**src/rtl/ctrl_pkg.sv**
```systemverilog
`default_nettype none
// ============================================================================
// Package : ctrl_pkg
// Brief   : Opcodes, ALU codes, state encoding and decode helpers shared by
//           the hardwired control sequencer.
// Rev     : 1.0  initial release
// ============================================================================
package ctrl_pkg;

  // Instruction opcodes (IR[31:27])
  localparam logic [4:0] OP_LD   = 5'b00000;
  localparam logic [4:0] OP_LDI  = 5'b00001;
  localparam logic [4:0] OP_ST   = 5'b00010;
  localparam logic [4:0] OP_ADD  = 5'b00011;
  localparam logic [4:0] OP_SUB  = 5'b00100;
  localparam logic [4:0] OP_AND  = 5'b00101;
  localparam logic [4:0] OP_OR   = 5'b00110;
  localparam logic [4:0] OP_ADDI = 5'b01100;
  localparam logic [4:0] OP_ANDI = 5'b01101;
  localparam logic [4:0] OP_ORI  = 5'b01110;
  localparam logic [4:0] OP_HALT = 5'b11011;

  // ALU operation codes
  localparam logic [4:0] ALU_ADD = 5'b00001;
  localparam logic [4:0] ALU_SUB = 5'b00010;
  localparam logic [4:0] ALU_AND = 5'b00011;
  localparam logic [4:0] ALU_OR  = 5'b00100;

  // Sequencer states; the encoding doubles as the debug step index
  localparam logic [3:0] S_RST  = 4'd0;
  localparam logic [3:0] S_T0   = 4'd1;
  localparam logic [3:0] S_T1   = 4'd2;
  localparam logic [3:0] S_T2   = 4'd3;
  localparam logic [3:0] S_T3   = 4'd4;
  localparam logic [3:0] S_T4   = 4'd5;
  localparam logic [3:0] S_T5   = 4'd6;
  localparam logic [3:0] S_T6   = 4'd7;
  localparam logic [3:0] S_T7   = 4'd8;
  localparam logic [3:0] S_HALT = 4'd9;

  typedef enum logic [2:0] {
    CLS_LD, CLS_LDI, CLS_ST, CLS_RTYPE, CLS_IMM, CLS_HALT, CLS_ILL
  } op_class_t;

  // One bit per datapath control line (PC_enable is not driven by any step)
  typedef struct packed {
    logic pc_sel;
    logic mdr_sel;
    logic zlo_sel;
    logic c_sel;
    logic pc_inc;
    logic ir_en;
    logic y_en;
    logic z_en;
    logic mar_en;
    logic mdr_en;
    logic r_en;
    logic read;
    logic write;
    logic gra;
    logic grb;
    logic grc;
    logic rout;
    logic baout;
    logic illegal;
    logic halted;
  } ctrl_t;

  function automatic op_class_t decode_class(input logic [4:0] op);
    case (op)
      OP_LD:                        return CLS_LD;
      OP_LDI:                       return CLS_LDI;
      OP_ST:                        return CLS_ST;
      OP_ADD, OP_SUB, OP_AND, OP_OR: return CLS_RTYPE;
      OP_ADDI, OP_ANDI, OP_ORI:     return CLS_IMM;
      OP_HALT:                      return CLS_HALT;
      default:                      return CLS_ILL;
    endcase
  endfunction

  // Loads and stores use ADD for the effective-address computation
  function automatic logic [4:0] decode_alu(input logic [4:0] op);
    case (op)
      OP_SUB:          return ALU_SUB;
      OP_AND, OP_ANDI: return ALU_AND;
      OP_OR, OP_ORI:   return ALU_OR;
      default:         return ALU_ADD;
    endcase
  endfunction

endpackage
`default_nettype wire

```
**src/rtl/mem_wait_timer.sv**
```systemverilog
`default_nettype none
// ============================================================================
// Module : mem_wait_timer
// Brief  : Counts memory wait cycles for the sequencer and flags a timeout
//          when the count reaches MEM_TIMEOUT (0 disables the timeout).
// Rev    : 1.0  initial release
// ============================================================================
module mem_wait_timer #(
  parameter int TMR_W       = 8,
  parameter int MEM_TIMEOUT = 0
) (
  input  logic             clk,
  input  logic             rst,
  input  logic             i_start,
  input  logic             i_active,
  input  logic             i_ready,
  output logic [TMR_W-1:0] o_count,
  output logic             o_timeout
);

  localparam logic [TMR_W-1:0] C_LIMIT = TMR_W'(MEM_TIMEOUT);
  localparam logic [TMR_W-1:0] C_MAX   = '1;

  logic [TMR_W-1:0] r_count;

  // Clear on wait-state entry, count stalled cycles, saturate so zero means "first cycle"
  always_ff @(posedge clk) begin
    if (rst) begin
      r_count <= '0;
    end else if (i_start) begin
      r_count <= '0;
    end else if (i_active && !i_ready && (r_count != C_MAX)) begin
      r_count <= r_count + TMR_W'(1);
    end
  end

  assign o_count   = r_count;
  // A ready memory on the limit cycle takes priority over the timeout
  assign o_timeout = (MEM_TIMEOUT != 0) && i_active && !i_ready && (r_count == C_LIMIT);

endmodule
`default_nettype wire

```
**src/rtl/ctrl_sequencer.sv**
```systemverilog
`default_nettype none
// ============================================================================
// Module : ctrl_sequencer
// Brief  : Hardwired control unit: fetch T0-T2, decode, per-class execute
//          T3-T7 with memory wait states, timeout, halt and illegal-op detect.
// Rev    : 1.0  initial release
// ============================================================================
module ctrl_sequencer
  import ctrl_pkg::*;
#(
  parameter int OPCODE_W    = 5,
  parameter int ALU_OP_W    = 5,
  parameter int MEM_TIMEOUT = 0,
  parameter int TMR_W       = 8
) (
  input  logic                clk,
  input  logic                reset,
  input  logic                run,
  input  logic                mem_ready,
  input  logic [OPCODE_W-1:0] ir_opcode,
  output logic                PC_select,
  output logic                MDR_select,
  output logic                Z_LO_select,
  output logic                c_select,
  output logic                PC_enable,
  output logic                PC_increment_enable,
  output logic                IR_enable,
  output logic                Y_enable,
  output logic                Z_enable,
  output logic                MAR_enable,
  output logic                MDR_enable,
  output logic                r_enable,
  output logic                read,
  output logic                write,
  output logic                Gra,
  output logic                Grb,
  output logic                Grc,
  output logic                Rout,
  output logic                BAout,
  output logic [ALU_OP_W-1:0] alu_instruction,
  output logic [3:0]          step,
  output logic                halted,
  output logic                illegal_op,
  output logic                mem_error
);

  logic [3:0]          r_state;
  logic [3:0]          w_next;
  logic [OPCODE_W-1:0] r_opcode;
  logic [4:0]          w_op5;
  op_class_t           w_class;
  logic                w_mem_cls;
  logic                w_wait;
  logic                w_next_wait;
  logic                w_start;
  logic                w_timeout;
  logic [TMR_W-1:0]    w_count;
  ctrl_t               w_ctrl;
  logic [ALU_OP_W-1:0] w_alu;

  // Opcodes with any bit set above the 5-bit field are undefined
  assign w_op5     = r_opcode[4:0];
  assign w_class   = (r_opcode == OPCODE_W'(w_op5)) ? decode_class(w_op5) : CLS_ILL;
  assign w_mem_cls = (w_class == CLS_LD) || (w_class == CLS_ST);

  // Wait states: fetch read, LD data read, ST data write
  assign w_wait      = (r_state == S_T1) || ((r_state == S_T6) && (w_class == CLS_LD)) ||
                       ((r_state == S_T7) && (w_class == CLS_ST));
  assign w_next_wait = (w_next == S_T1) || ((w_next == S_T6) && (w_class == CLS_LD)) ||
                       ((w_next == S_T7) && (w_class == CLS_ST));
  assign w_start     = w_next_wait && (w_next != r_state);

  mem_wait_timer #(
    .TMR_W       (TMR_W),
    .MEM_TIMEOUT (MEM_TIMEOUT)
  ) u_timer (
    .clk       (clk),
    .rst       (reset),
    .i_start   (w_start),
    .i_active  (w_wait),
    .i_ready   (mem_ready),
    .o_count   (w_count),
    .o_timeout (w_timeout)
  );

  // State register; reset aborts any instruction in flight
  always_ff @(posedge clk) begin
    if (reset) begin
      r_state <= S_RST;
    end else begin
      r_state <= w_next;
    end
  end

  // Opcode is captured as IR is loaded, at the T2->T3 edge
  always_ff @(posedge clk) begin
    if (reset) begin
      r_opcode <= '0;
    end else if (r_state == S_T2) begin
      r_opcode <= ir_opcode;
    end
  end

  // Next-state sequencing
  always_comb begin
    w_next = r_state;
    case (r_state)
      S_RST: w_next = S_T0;
      S_T0:  if (run) w_next = S_T1;
      S_T1: begin
        if (mem_ready)      w_next = S_T2;
        else if (w_timeout) w_next = S_T0;
      end
      S_T2:  w_next = S_T3;
      S_T3: begin
        case (w_class)
          CLS_HALT: w_next = S_HALT;
          CLS_ILL:  w_next = S_T0;
          default:  w_next = S_T4;
        endcase
      end
      S_T4:  w_next = S_T5;
      S_T5:  w_next = w_mem_cls ? S_T6 : S_T0;
      S_T6: begin
        if ((w_class == CLS_ST) || mem_ready) w_next = S_T7;
        else if (w_timeout)                   w_next = S_T0;
      end
      S_T7: begin
        if ((w_class == CLS_LD) || mem_ready || w_timeout) w_next = S_T0;
      end
      S_HALT: w_next = S_HALT;
      default: w_next = S_RST;
    endcase
  end

  // Moore control decode from state and latched opcode (T0 also gated by run)
  always_comb begin
    w_ctrl = '0;
    w_alu  = '0;
    case (r_state)
      S_T0: begin
        w_ctrl.pc_sel = run;
        w_ctrl.mar_en = run;
      end
      S_T1: begin
        w_ctrl.read   = 1'b1;
        w_ctrl.mdr_en = 1'b1;
        w_ctrl.pc_inc = (w_count == '0);
      end
      S_T2: begin
        w_ctrl.mdr_sel = 1'b1;
        w_ctrl.ir_en   = 1'b1;
      end
      S_T3: begin
        case (w_class)
          CLS_LD, CLS_LDI, CLS_ST: begin
            w_ctrl.grb   = 1'b1;
            w_ctrl.baout = 1'b1;
            w_ctrl.y_en  = 1'b1;
          end
          CLS_RTYPE, CLS_IMM: begin
            w_ctrl.grb  = 1'b1;
            w_ctrl.rout = 1'b1;
            w_ctrl.y_en = 1'b1;
          end
          CLS_ILL: w_ctrl.illegal = 1'b1;
          default: ;
        endcase
      end
      S_T4: begin
        w_ctrl.z_en = 1'b1;
        w_alu       = ALU_OP_W'(decode_alu(w_op5));
        if (w_class == CLS_RTYPE) begin
          w_ctrl.grc  = 1'b1;
          w_ctrl.rout = 1'b1;
        end else begin
          w_ctrl.c_sel = 1'b1;
        end
      end
      S_T5: begin
        w_ctrl.zlo_sel = 1'b1;
        if (w_mem_cls) begin
          w_ctrl.mar_en = 1'b1;
        end else begin
          w_ctrl.gra  = 1'b1;
          w_ctrl.r_en = 1'b1;
        end
      end
      S_T6: begin
        w_ctrl.mdr_en = 1'b1;
        if (w_class == CLS_LD) begin
          w_ctrl.read = 1'b1;
        end else begin
          w_ctrl.gra  = 1'b1;
          w_ctrl.rout = 1'b1;
        end
      end
      S_T7: begin
        if (w_class == CLS_LD) begin
          w_ctrl.mdr_sel = 1'b1;
          w_ctrl.gra     = 1'b1;
          w_ctrl.r_en    = 1'b1;
        end else begin
          w_ctrl.write = 1'b1;
        end
      end
      S_HALT: w_ctrl.halted = 1'b1;
      default: ;
    endcase
  end

  assign PC_select           = w_ctrl.pc_sel;
  assign MDR_select          = w_ctrl.mdr_sel;
  assign Z_LO_select         = w_ctrl.zlo_sel;
  assign c_select            = w_ctrl.c_sel;
  assign PC_enable           = 1'b0;
  assign PC_increment_enable = w_ctrl.pc_inc;
  assign IR_enable           = w_ctrl.ir_en;
  assign Y_enable            = w_ctrl.y_en;
  assign Z_enable            = w_ctrl.z_en;
  assign MAR_enable          = w_ctrl.mar_en;
  assign MDR_enable          = w_ctrl.mdr_en;
  assign r_enable            = w_ctrl.r_en;
  assign read                = w_ctrl.read;
  assign write               = w_ctrl.write;
  assign Gra                 = w_ctrl.gra;
  assign Grb                 = w_ctrl.grb;
  assign Grc                 = w_ctrl.grc;
  assign Rout                = w_ctrl.rout;
  assign BAout               = w_ctrl.baout;
  assign alu_instruction     = w_alu;
  assign step                = r_state;
  assign halted              = w_ctrl.halted;
  assign illegal_op          = w_ctrl.illegal;
  assign mem_error           = w_timeout;

endmodule
`default_nettype wire

```
**config.mk**
```make
export PLATFORM = sky130hd
export DESIGN_NAME = ctrl_sequencer
export DESIGN_NICKNAME = d
export VERILOG_FILES = /design/src/rtl/ctrl_pkg.sv /design/src/rtl/mem_wait_timer.sv /design/src/rtl/ctrl_sequencer.sv
export SDC_FILE = /design/constraint.sdc
export NUM_CORES = 1
export LEC_CHECK = 0
export BUFFER_PORTS_ARGS = -buffer_cell sky130_fd_sc_hd__buf_2
export CAP_MARGIN = 25
export CORE_AREA = 4 4 56 70
export DETAILED_ROUTE_END_ITERATION = 8
export DIE_AREA = 0 0 60 74
export GPL_TIMING_DRIVEN = 0
export PLACE_DENSITY_LB_ADDON = 0.1
export SLEW_MARGIN = 10
export SYNTH_ARGS = -nofsm -noshare
export SYNTH_HDL_FRONTEND = slang
export SYNTH_HIERARCHICAL = 1
export SYNTH_SLANG_ARGS = --single-unit
export TNS_END_PERCENT = 30
```
**constraint.sdc**
```tcl
create_clock -name clk -period 2.3 [get_ports clk]
set_input_delay 0 -clock clk [delete_from_list [all_inputs] [get_ports clk]]
set_output_delay 0 -clock clk [all_outputs]
set_load 0.01 [all_outputs]
```
Word level (Yosys, flattened, before mapping)
Memory sizes are Yosys's and may differ from the RTL's. A register that Yosys moved wholly into a read port is not among the register bits.
Cells that the tools add are included.
{ "classes": {"add_sub_neg": 1, "eq_ne": 25, "muxes": 39, "reduce_logical": 25} }
{ "op_table": {"columns": ["cell", "n"], "rows": [
  ["$pmux W4 S10", 1],
  ["$eq A4 B3 Y1 const B", 5],
  ["$mux W1", 20],
  ["$mux W4", 4],
  ["$eq A5 B3 Y1 const B", 3],
  ["$eq A4 B2 Y1 const B", 3],
  ["$eq A4 B4 Y1 const B", 3],
  ["$eq A5 B4 Y1 const B", 2],
  ["$mux W5", 2],
  ["$reduce_or A2 Y1", 5],
  ["$eq A3 B3 Y1 const B", 3],
  ["$pmux W3 S3", 1],
  ["$add A8 B1 Y8 const B", 1],
  ["$logic_not A8 Y1", 1],
  ["$ne A8 B8 Y1 const B", 1],
  ["$pmux W1 S2", 4],
  ["$pmux W4 S2", 1],
  ["$logic_and A1 B1 Y1", 7],
  ["$logic_or A1 B1 Y1", 7],
  ["$eq A3 B2 Y1 const B", 2],
  ["$mux W3", 2],
  ["$pmux W1 S3", 2],
  ["$reduce_or A5 Y1", 1],
  ["$eq A4 B1 Y1 const B", 1],
  ["7 further kinds", 8]
]} }
{ "totals": {"ff_bits": 17, "rom_bits": 96, "inputBits": 9, "elab_cells": 94, "memories": 1} }
{ "memory_table": {"columns": ["name", "depth", "width", "read_ports", "rd_clocked_by_memory_dff", "write_ports", "line_no", "rtl"], "rows": [
  ["(no name shown)", 32, 3, 1, 1, 0, "ctrl_pkg.sv:70", "case (op)"]
]} }

Longest topological paths before layout
Gate-level depths: netlist of run 1.
{ "depth": {"word_depth": 10, "depth_mapped": 10, "depth_no_buf": 8} }

By module
The synthesis of run 1 kept the hierarchy.
{ "by_module_without_submodules": {"columns": ["mod", "n_inst", "cells_per_inst", "area_each_um2", "seq_area_each_um2"], "rows": [
  ["ctrl_sequencer", 1, 162, 1151.1, 240.2],
  ["mem_wait_timer", 1, 46, 431.7, 160.2]
]} }

Worst setup path after synthesis of run 1
No wires, ideal clock.
{ "synth_timing": {"kind": "register to register", "start": "register r_state[3] (netlist: step[3])", "end": "register u_timer.r_count[5] (netlist: u_timer/o_count[5])", "setup_ps": 70, "arrival_ps": 2093, "t_required_ps": 2230, "slack_ps": 137, "stages_incl_launch_ff": 10, "n_path_buf": 1, "period_less_slack_ps": 2163, "path_cell_list": "dfxtp_1 buf_4 nor2b_2 nand2_1 o21ai_1 a31o_2 nor2b_4 o21ai_4 or4_1 a21oi_1"} }
{ "synth_via": {"word_cells_on_any_way": 31} }
{ "synth_rtl": {"columns": ["element", "line_no", "rtl"], "rows": [
  ["from (decl)", "ctrl_sequencer.sv:47", "logic [3:0] r_state;"],
  ["from (signal assigned)", "ctrl_sequencer.sv:91", "r_state <= w_next;"],
  ["$eq A4 B3 Y1", "ctrl_sequencer.sv:67", "assign w_wait = (r_state == S_T1) || ((r_state == S_T6) && (w_class == CLS_LD)) ||"],
  ["$logic_and A1 B1 Y1", "ctrl_sequencer.sv:67", null],
  ["$logic_or A1 B1 Y1", "ctrl_sequencer.sv:67", null],
  ["$logic_or A1 B1 Y1 (*)", "ctrl_sequencer.sv:67", null],
  ["via w_wait", "ctrl_sequencer.sv:53", "logic w_wait;"],
  ["$logic_and A1 B1 Y1 (*) (2 in a row)", "mem_wait_timer.sv:32", "end else if (i_active && !i_ready && (r_count != C_MAX)) begin"],
  ["to (signal assigned)", "mem_wait_timer.sv:33", "r_count <= r_count + TMR_W'(1);"],
  ["to (decl)", "mem_wait_timer.sv:24", "logic [TMR_W-1:0] r_count;"]
]} }
The timed path passes the listed nets; every way through them passes the cells marked *.
A chain may end at the register's enable or synchronous reset.

Worst setup path in the final report of run 1
Same ends and word-level chain as after synthesis.

==> results of run 1 <==
-- worst register-to-register path: stages (launching register included) --
cell	delay [ps]
dfxtp_1	340
buf_4	190
nor2b_4	200
nand2_2	120
o21ai_2	170
a31o_2	130
nor2b_4	180
o21ai_4	90
or4_1	470
a21oi_1	150
-- worst paths after layout --
kind / to / startpoint / slack (ps) / cells after the start
setup / recovery: u_timer/o_count[5] / step[3] / 200 / 9
hold / removal: r_opcode[4] / ir_opcode[4] / 30 / 3
setup reg to reg: u_timer/o_count[5] / step[3] / 200 / 9
hold reg to reg: r_opcode[1] / r_opcode[1] / 510 / 2
-- through the flow --
step | area (sq um) | hold WS, ps | cells | util [%] | setup slack, ps
after global routing | 1920 | 38.4 | 287 | 59.7 | -10.1
after floorplan | 1590 | 74.1 | 210 | - | 137
final | 1920 | 30.8 | 287 | 59.7 | 196
after CTS | 1900 | 26.3 | 288 | 59.0 | 17.2
after global placement | 1810 | 238 | 282 | 56.2 | 53.1
after detailed placement | 1810 | 233 | 282 | 56.2 | 42.5
-- kinds of logic (layout without fill, tap and decap cells) --
family,after synthesis,after routing
other cells,2,4
mux,2,2
flops,20,20
fa+ha+maj,1,1
compound gates,54,54
simple gates,98,98
buf+inv,25,65
xor+xnor,6,6
-- per-layer routing --
layer / up-vias / track usage, %
li1: 836 / -
met1: 754 / 24.0
met2: 69 / 31.7
met3: 13 / 1.91
met4: 0 / 9.36
met5: - / 0
-- cells in the mapped netlist, types with 3 or more instances --
library cell and number:
nand2_1 23, dfxtp_1 20, nor2_1 19, a21oi_1 16, nand3_1 10, o21ai_0 10
buf_4 7, inv_1 7, nor3_1 6, xor2_1 6, a31oi_1 4, and3_1 4
nor2b_1 4, buf_2 3, buf_6 3, clkbuf_1 3, nand2b_1 3, nor3b_1 3
nor4_1 3, or3_1 3
-- power by group through the flow --
stage               Clock (uW)  Combinational, uW  Sequential (uW)
finish                     350                193              367
global route               370                211              369
CTS                        360                190              366
detailed placement           0                187              374
global placement             0                186              374
floorplan                    0                132              374
-- final cells by class --
| class | count | area (sq um) | area share (%) |
|---|---|---|---|
| Buffer | 16 | 124 | 6.44 |
| Clock buffer | 3 | 41.3 | 2.15 |
| Clock inverter | 1 | 30.0 | 1.56 |
| Inverter | 8 | 32.5 | 1.69 |
| Multi-Input combinational cell | 165 | 1050 | 54.7 |
| Sequential cell | 20 | 402 | 20.9 |
| Tap cell | 37 | 46.3 | 2.41 |
| Timing Repair Buffer | 37 | 195 | 10.1 |
-- what timing repair did --
item,CTS,global route
hold buffers,2,0
setup endpoints to repair,0,8
gates resized for setup,0,7
endpoints found under the hold margin,3,0
-- flip-flops by register name, indices dropped and copies added (netlist names) --
signal and flops:
r_opcode 5, step 4, u_timer/o_count 8, w_class 3
==> results.sh, run 1 <==
export IMPL_netlist_instances=208
export IMPL_synth_ff_type="dfxtp_1"
export IMPL_most_common_layout_cells="buf_2 (38), nand2_1 (22), nor2_1 (19), dfxtp_1 (19), a21oi_1 (16)"
export IMPL_firstDrtPassIters=5
export IMPL_crit_path_frequent_cell="nor2b_4"
export IMPL_coreArea_sq_um=3220
export IMPL_die_h_um=74
export IMPL_synth_top_cell_area_share_pct=25.3
export IMPL_clock_sinks=20
export IMPL_wl_met3_um=234
export IMPL_seqPwrFrac_pct=40.3
export IMPL_synth_simple_area_share_pct=35.4
export IMPL_nFillCells=318
export IMPL_dieArea_sq_um=4440
export IMPL_setup_worst_path_start_class="register"
export IMPL_syn_avg_cell_area_sq_um=7.61
export IMPL_power_uw=909
export IMPL_p_comb_share_pct=21.2
export IMPL_grt_pass1_wl_um=6640
export IMPL_yosysSeqAreaShare_pct=25.3
export IMPL_slowest_stage="or4_1"
export IMPL_crit_chain="buf_4 > nor2b_4 > nand2_2 > o21ai_2 > a31o_2 > nor2b_4 > o21ai_4 > or4_1 > a21oi_1"
export IMPL_max_slew_margin_pct=66.8
export IMPL_area_growth_pct=21.6
export IMPL_path_delay_family="simple AND/OR/NAND/NOR gates"
export IMPL_finalSetupTns_ps=0
export IMPL_clockBufferDepth=2
export IMPL_cts_root_buffer="clkbuf_8"
export IMPL_powerDensity_nw_per_um2=472
export IMPL_path_class="reg2reg"
export IMPL_synth_seq_cells=20
export IMPL_grt_pass1_vias=1485
export IMPL_wire_per_inst_um=14.0
export IMPL_report_final_hold_viol_count=0
export IMPL_synth_area_sq_um=1580
export IMPL_max_stage_delay_ps=470
export IMPL_dp_hpwl_um=3080
export IMPL_antennaDiodeCount=0
export IMPL_synth_edff_count=0
export IMPL_grt_max_degree=13
export IMPL_drive_above_1_share_pct=29.2
export IMPL_setup_viol=0
export IMPL_rows=23
export IMPL_rsz0062_at_grt="true"
export IMPL_numCtsBuffers=3
export IMPL_tightest_slew_ps=494
export IMPL_final_common_cell="buf_2"
export IMPL_drtIter0Drc=103
export IMPL_path_max_fanout=10
export IMPL_yosys_cell_types_count=62
export IMPL_slew_viol_final=0
export IMPL_synth_compound_area_share_pct=23.3
export IMPL_crit_required_ps=2500
export IMPL_worst_path_buf_inv=1
export IMPL_cts_tree="built"
export IMPL_postCtsSetupBuffers=0
export IMPL_finalCritPeriodShare_pct=91.5
export IMPL_cts_htree_levels=1
export IMPL_synth_top_family_by_area="simple AND/OR/NAND/NOR gates"
export IMPL_layout_nets=261
export IMPL_yosys_area_share_adder_pct=0.791
export IMPL_fin_crit_ps=2100
export IMPL_p_int_uw=669
export IMPL_ios=40
export IMPL_start_util_pct=49.1
export IMPL_fin_worst_skew_ps=2.73
export IMPL_clkPwrFrac_pct=38.5
export IMPL_track_usage_pct=19.0
export IMPL_async_flop_share_pct=0
export IMPL_arrival_ps=2300
export IMPL_synth_xor_area_share_pct=3.32
export IMPL_via_count=1672
export IMPL_run_status="finished, final reports clean"
export IMPL_vias_per_cell=5.83
export IMPL_top_layer="met4"
export IMPL_hold_class="in2reg"
export IMPL_io_buffers=35
export IMPL_drc_errors=0
export IMPL_ir_drop_uv=345
export IMPL_switchingPower_uw=240
export IMPL_antenna_found_initial=0
export IMPL_gp_congestion=0.910
export IMPL_antenna_left=0
export IMPL_drv_cap=0
export IMPL_clk_pin_slew_ps=70
export IMPL_globalRouteOverflowTotal=0
export IMPL_p_leak_uw=0.000868
export IMPL_wl_met1_um=1630
export IMPL_end_kind="register"
export IMPL_netlist_top_cells_area="dfxtp_1 (25%), nand2_1 (5.5%), a21oi_1 (5.1%)"
export IMPL_synthMuxAreaShare_pct=1.26
export IMPL_routed_wl_um=4010
export IMPL_yosys_warnings=6
export IMPL_insertion_delay_ps=260
export IMPL_max_freq_mhz=475
export IMPL_die_w_um=60
export IMPL_met2_length_um=2040
export IMPL_yosysTopAreaCell="dfxtp_1"
export IMPL_netSwitchingFraction_pct=26.4
Power figures use the tool's default switching activity.
==> inputs of run 2 (changes only) <==
GPL_TIMING_DRIVEN = not set   (was 0)
==> results.sh, run 2 (synthesized netlist as in run 1, its figures left out) <==
export IMPL_slew_viol_final=0
export IMPL_setup_ws_ps=103
export IMPL_io_buffers=35
export IMPL_setup_worst_path_start_class="register"
export IMPL_numCtsBuffers=3
export IMPL_vias_per_cell=6.04
export IMPL_grt_use_met2_pct=33.7
export IMPL_fin_crit_ps=2200
export IMPL_use_met1_pct=24.3
export IMPL_drtIter0Drc=138
export IMPL_final_common_cell="buf_2"
export IMPL_dp_worst_setup_slack_ps=77.5
export IMPL_ios=40
export IMPL_top_usage_layer="met2"
export IMPL_hold_class="in2reg"
export IMPL_holdPathStages=3
export IMPL_r2r_cells=7
export IMPL_path_max_fanout=8
export IMPL_grt_pass1_wl_um=7110
export IMPL_rrSetupSlack_ps=100
export IMPL_routed_wl_um=4330
export IMPL_arrival_ps=2360
export IMPL_clk_pin_slew_ps=70
export IMPL_dieArea_sq_um=4440
export IMPL_reg2reg_to="u_timer/o_count[6]"
export IMPL_nFillCells=310
export IMPL_holdPathEnd="r_opcode[4]"
export IMPL_max_freq_mhz=455
export IMPL_use_met3_pct=2.60
export IMPL_tightest_slew_ps=500
export IMPL_powerDensity_nw_per_um2=478
export IMPL_clockBufferDepth=2
export IMPL_largest_register_ffs=8
export IMPL_globalRouteOverflowTotal=0
export IMPL_clock_sinks=20
export IMPL_rr_startpoint="w_class[2]"
export IMPL_stdcell_count=280
export IMPL_die_w_um=60
export IMPL_ir_drop_uv=565
export IMPL_path_class="reg2reg"
export IMPL_max_slew_margin_pct=66.4
export IMPL_rsz0062_at_grt="true"
export IMPL_min_from="ir_opcode[4]"
export IMPL_holdWs_ps=42.7
export IMPL_via_count=1691
export IMPL_end_kind="register"
export IMPL_grt_pass1_vias=1585
export IMPL_drive_above_1_share_pct=28.8
export IMPL_dp_hpwl_um=3350
export IMPL_report_final_hold_viol_count=0
export IMPL_critPathLaunch="w_class[2]"
export IMPL_firstDrtPassIters=4
export IMPL_run_status="finished, final reports clean"
export IMPL_track_usage_pct=20.0
export IMPL_grt_max_degree=14
export IMPL_antennaDiodeCount=0
export IMPL_area_growth_pct=18.3
export IMPL_cts_htree_levels=1
export IMPL_p_leak_uw=0.000838
export IMPL_finalCritPeriodShare_pct=95.5
export IMPL_antenna_left=0
export IMPL_fin_worst_skew_ps=4.28
export IMPL_insertion_delay_ps=260
export IMPL_die_h_um=74
export IMPL_most_common_layout_cells="buf_2 (35), nand2_1 (23), nor2_1 (19), dfxtp_1 (17), a21oi_1 (16)"
export IMPL_wire_per_inst_um=15.5
export IMPL_finalSetupTns_ps=0
export IMPL_drv_cap=0
export IMPL_antenna_found_initial=0
export IMPL_coreArea_sq_um=3220
export IMPL_crit_required_ps=2460
export IMPL_dp_cells=275
export IMPL_setup_viol=0
export IMPL_cts_root_buffer="clkbuf_8"
export IMPL_drc_errors=0
export IMPL_gp_congestion=0.985
export IMPL_rows=23
export IMPL_cts_tree="built"
export IMPL_start_util_pct=49.1
export IMPL_layout_nets=254
run 2: cell types whose count changed in the layout (fill, tap and decap cells not counted), sizes merged:
cell,previous run,this run
dlygate4sd3,2,1
clkbuf,5,3
buf,49,45
run 2: area by class of cell:
class                           instances  area (sq um)  area share, %
Timing Repair Buffer                   46           273           14.6
Sequential cell                        20           404           21.6
Clock inverter                          1          30.0           1.60
Tap cell                               37          46.3           2.47
Multi-Input combinational cell        165          1050           55.8
Inverter                                8          32.5           1.74
Clock buffer                            3          41.3           2.20
run 2: routing by layer:
metal,vias up,wire [um]
met5,-,0
met2,72,2240
li1,821,-
met1,780,1660
met3,18,263
met4,0,164
run 2: worst max path at each step:
stage	to	slack [ps]	cells past startpoint
detailed placement	u_timer/o_count[6]	80	7
global route	u_timer/o_count[6]	-50	7
CTS	u_timer/o_count[6]	50	7
global placement	u_timer/o_count[6]	270	7
finish	u_timer/o_count[6]	100	7
floorplan	u_timer/o_count[5]	140	9
run 2: worst max-delay path, stage by stage (launching register included):
cell and delay, ps:
dfxtp_1 380, or3_1 450, a41oi_1 270, nand4_1 170
a31oi_1 180, nor3_1 60, or2_2 380, a311oi_2 230
run 2: repair_timing:
item / in CTS / in global routing
hold buffers: 1 / 0
buffers inserted: 0 / 0
setup endpoints to repair: 0 / 5
endpoints found under the hold margin: 1 / 0
resized for setup: 0 / 7
run 2: power by group:
group	total [uW]	internal (uW)	switching [uW]	leakage, uW
Combinational	178	73.0	105	0.000639
Clock	344	232	112	0.0000357
Sequential	373	357	16.6	0.000163
Total	896	662	234	0.000838
run 2: through the flow:
step / power [uW] / instance area, sq um / util, %
floorplan: 506 / 1590 / -
global placement: 549 / 1770 / 55.0
detailed placement: 554 / 1770 / 55.0
CTS: 903 / 1850 / 57.5
global route: 935 / 1870 / 58.1
finish: 896 / 1870 / 58.1
==> inputs of run 3 (changes only) <==
CORE_AREA = 4 4 59 74   (was 4 4 56 70)
DIE_AREA = 0 0 63 78   (was 0 0 60 74)
==> results.sh, run 3 (synthesized netlist as in run 1, its figures left out) <==
export IMPL_crit_chain="or3_1 > a41oi_1 > nand4_1 > a31oi_1 > nor3_1 > or2_2 > a311oi_1"
export IMPL_io_buffers=35
export IMPL_coreArea_sq_um=3720
export IMPL_die_w_um=63
export IMPL_largest_register_ffs=8
export IMPL_wl_met3_um=163
export IMPL_clock_sinks=20
export IMPL_report_final_hold_viol_count=0
export IMPL_end_kind="register"
export IMPL_firstDrtPassIters=4
export IMPL_drtIter0Drc=153
export IMPL_insertion_delay_ps=260
export IMPL_rows=25
export IMPL_track_usage_pct=16.8
export IMPL_worst_path_buf_inv=0
export IMPL_max_stage_delay_ps=420
export IMPL_final_common_cell="buf_2"
export IMPL_die_h_um=78
export IMPL_antennaDiodeCount=0
export IMPL_path_delay_family="simple AND/OR/NAND/NOR gates"
export IMPL_via_count=1602
export IMPL_wire_per_inst_um=14.0
export IMPL_drc_errors=0
export IMPL_gp_congestion=0.837
export IMPL_cts_htree_levels=1
export IMPL_slowest_stage="or3_1"
export IMPL_dp_hpwl_um=3130
export IMPL_max_freq_mhz=466
export IMPL_grt_max_degree=20
export IMPL_path_class="reg2reg"
export IMPL_drive_above_1_share_pct=28.2
export IMPL_p_leak_uw=0.000854
export IMPL_ir_drop_uv=295
export IMPL_setup_viol=0
export IMPL_numCtsBuffers=3
export IMPL_most_common_layout_cells="buf_2 (35), nand2_1 (23), nor2_1 (19), dfxtp_1 (19), a21oi_1 (16)"
export IMPL_vias_per_cell=5.56
export IMPL_power_uw=910
export IMPL_path_max_fanout=8
export IMPL_wl_met1_um=1740
export IMPL_drv_cap=0
export IMPL_area_growth_pct=19.1
export IMPL_finalSetupTns_ps=0
export IMPL_finalCritPeriodShare_pct=93.4
export IMPL_met2_length_um=2070
export IMPL_fin_crit_ps=2150
export IMPL_hold_class="in2reg"
export IMPL_arrival_ps=2310
export IMPL_cts_root_buffer="clkbuf_8"
export IMPL_cts_tree="built"
export IMPL_setup_worst_path_start_class="register"
export IMPL_crit_required_ps=2470
export IMPL_antenna_found_initial=0
export IMPL_rrSetupSlack_ps=150
export IMPL_slew_viol_final=0
export IMPL_layout_nets=259
export IMPL_ios=40
export IMPL_fin_worst_skew_ps=7.17
export IMPL_top_layer="met4"
export IMPL_clk_pin_slew_ps=80
export IMPL_grt_pass1_vias=1421
export IMPL_grt_pass1_wl_um=6710
export IMPL_rsz0062_at_grt="false"
export IMPL_powerDensity_nw_per_um2=483
export IMPL_run_status="finished, final reports clean"
export IMPL_start_util_pct=42.5
export IMPL_globalRouteOverflowTotal=0
export IMPL_dieArea_sq_um=4910
export IMPL_clockBufferDepth=2
export IMPL_antenna_left=0
export IMPL_routed_wl_um=4040
export IMPL_fin_util_pct=50.6
[run 3: cell count changes in the layout (fill, tap and decap cells not counted), sizes merged]
cell and delta:
buf +5
[run 3: timing repair]
| action | CTS | global route |
|---|---|---|
| buffers inserted | 0 | 0 |
| endpoints found under the setup margin | 0 | 3 |
| hold buffers | 1 | 0 |
| resized for setup | 0 | 2 |
| endpoints found under the hold margin | 1 | 0 |
[run 3: final cells by class]
type	instances	area, sq um
clock inverters	1	30.0
clock buffers	3	41.3
repair buffers	51	298
well taps	40	50.0
multi-input cells	165	1030
fillers	382	1840
inverters	8	32.5
flip-flops and latches	20	402
[run 3: worst reg2reg max path, stage by stage (launching register included)]
cell and delay [ps]:
dfxtp_1 340, or3_1 420, a41oi_1 230, nand4_1 190, a31oi_1 210, nor3_1 60, or2_2 380, a311oi_1 230
[run 3: where the power goes]
group	switching, uW	internal (uW)	total, uW
combinational	110	77.8	188
sequential	11.5	356	368
clock	122	232	354
total	244	666	910
[run 3: final timing paths]
path                start                 end  cells after the start
max            w_class[0]  u_timer/o_count[6]                      7
min          ir_opcode[4]         r_opcode[4]                      3
max reg2reg    w_class[0]  u_timer/o_count[6]                      7
min reg2reg   r_opcode[1]         r_opcode[1]                      2
[run 3: metal layers]
layer / GRT usage, % / up-vias
met1: 20.0 / 731
met4: 7.06 / 0
li1: - / 829
met5: 0 / -
met3: 2.89 / 6
met2: 29.4 / 36
[run 3: per-stage QoR]
| stage | instances | cell area [sq um] | hold slack [ps] | worst slack [ps] |
|---|---|---|---|---|
| 2_1_floorplan | 210 | 1590 | 74.1 | 137 |
| 3_3_place_gp | 283 | 1800 | 268 | 157 |
| 3_5_place_dp | 283 | 1800 | 268 | 123 |
| 4_1_cts | 288 | 1880 | 29.4 | 89.7 |
| 5_1_grt | 288 | 1880 | 44.3 | 14.0 |
| 6_report | 288 | 1880 | 33.5 | 152 |
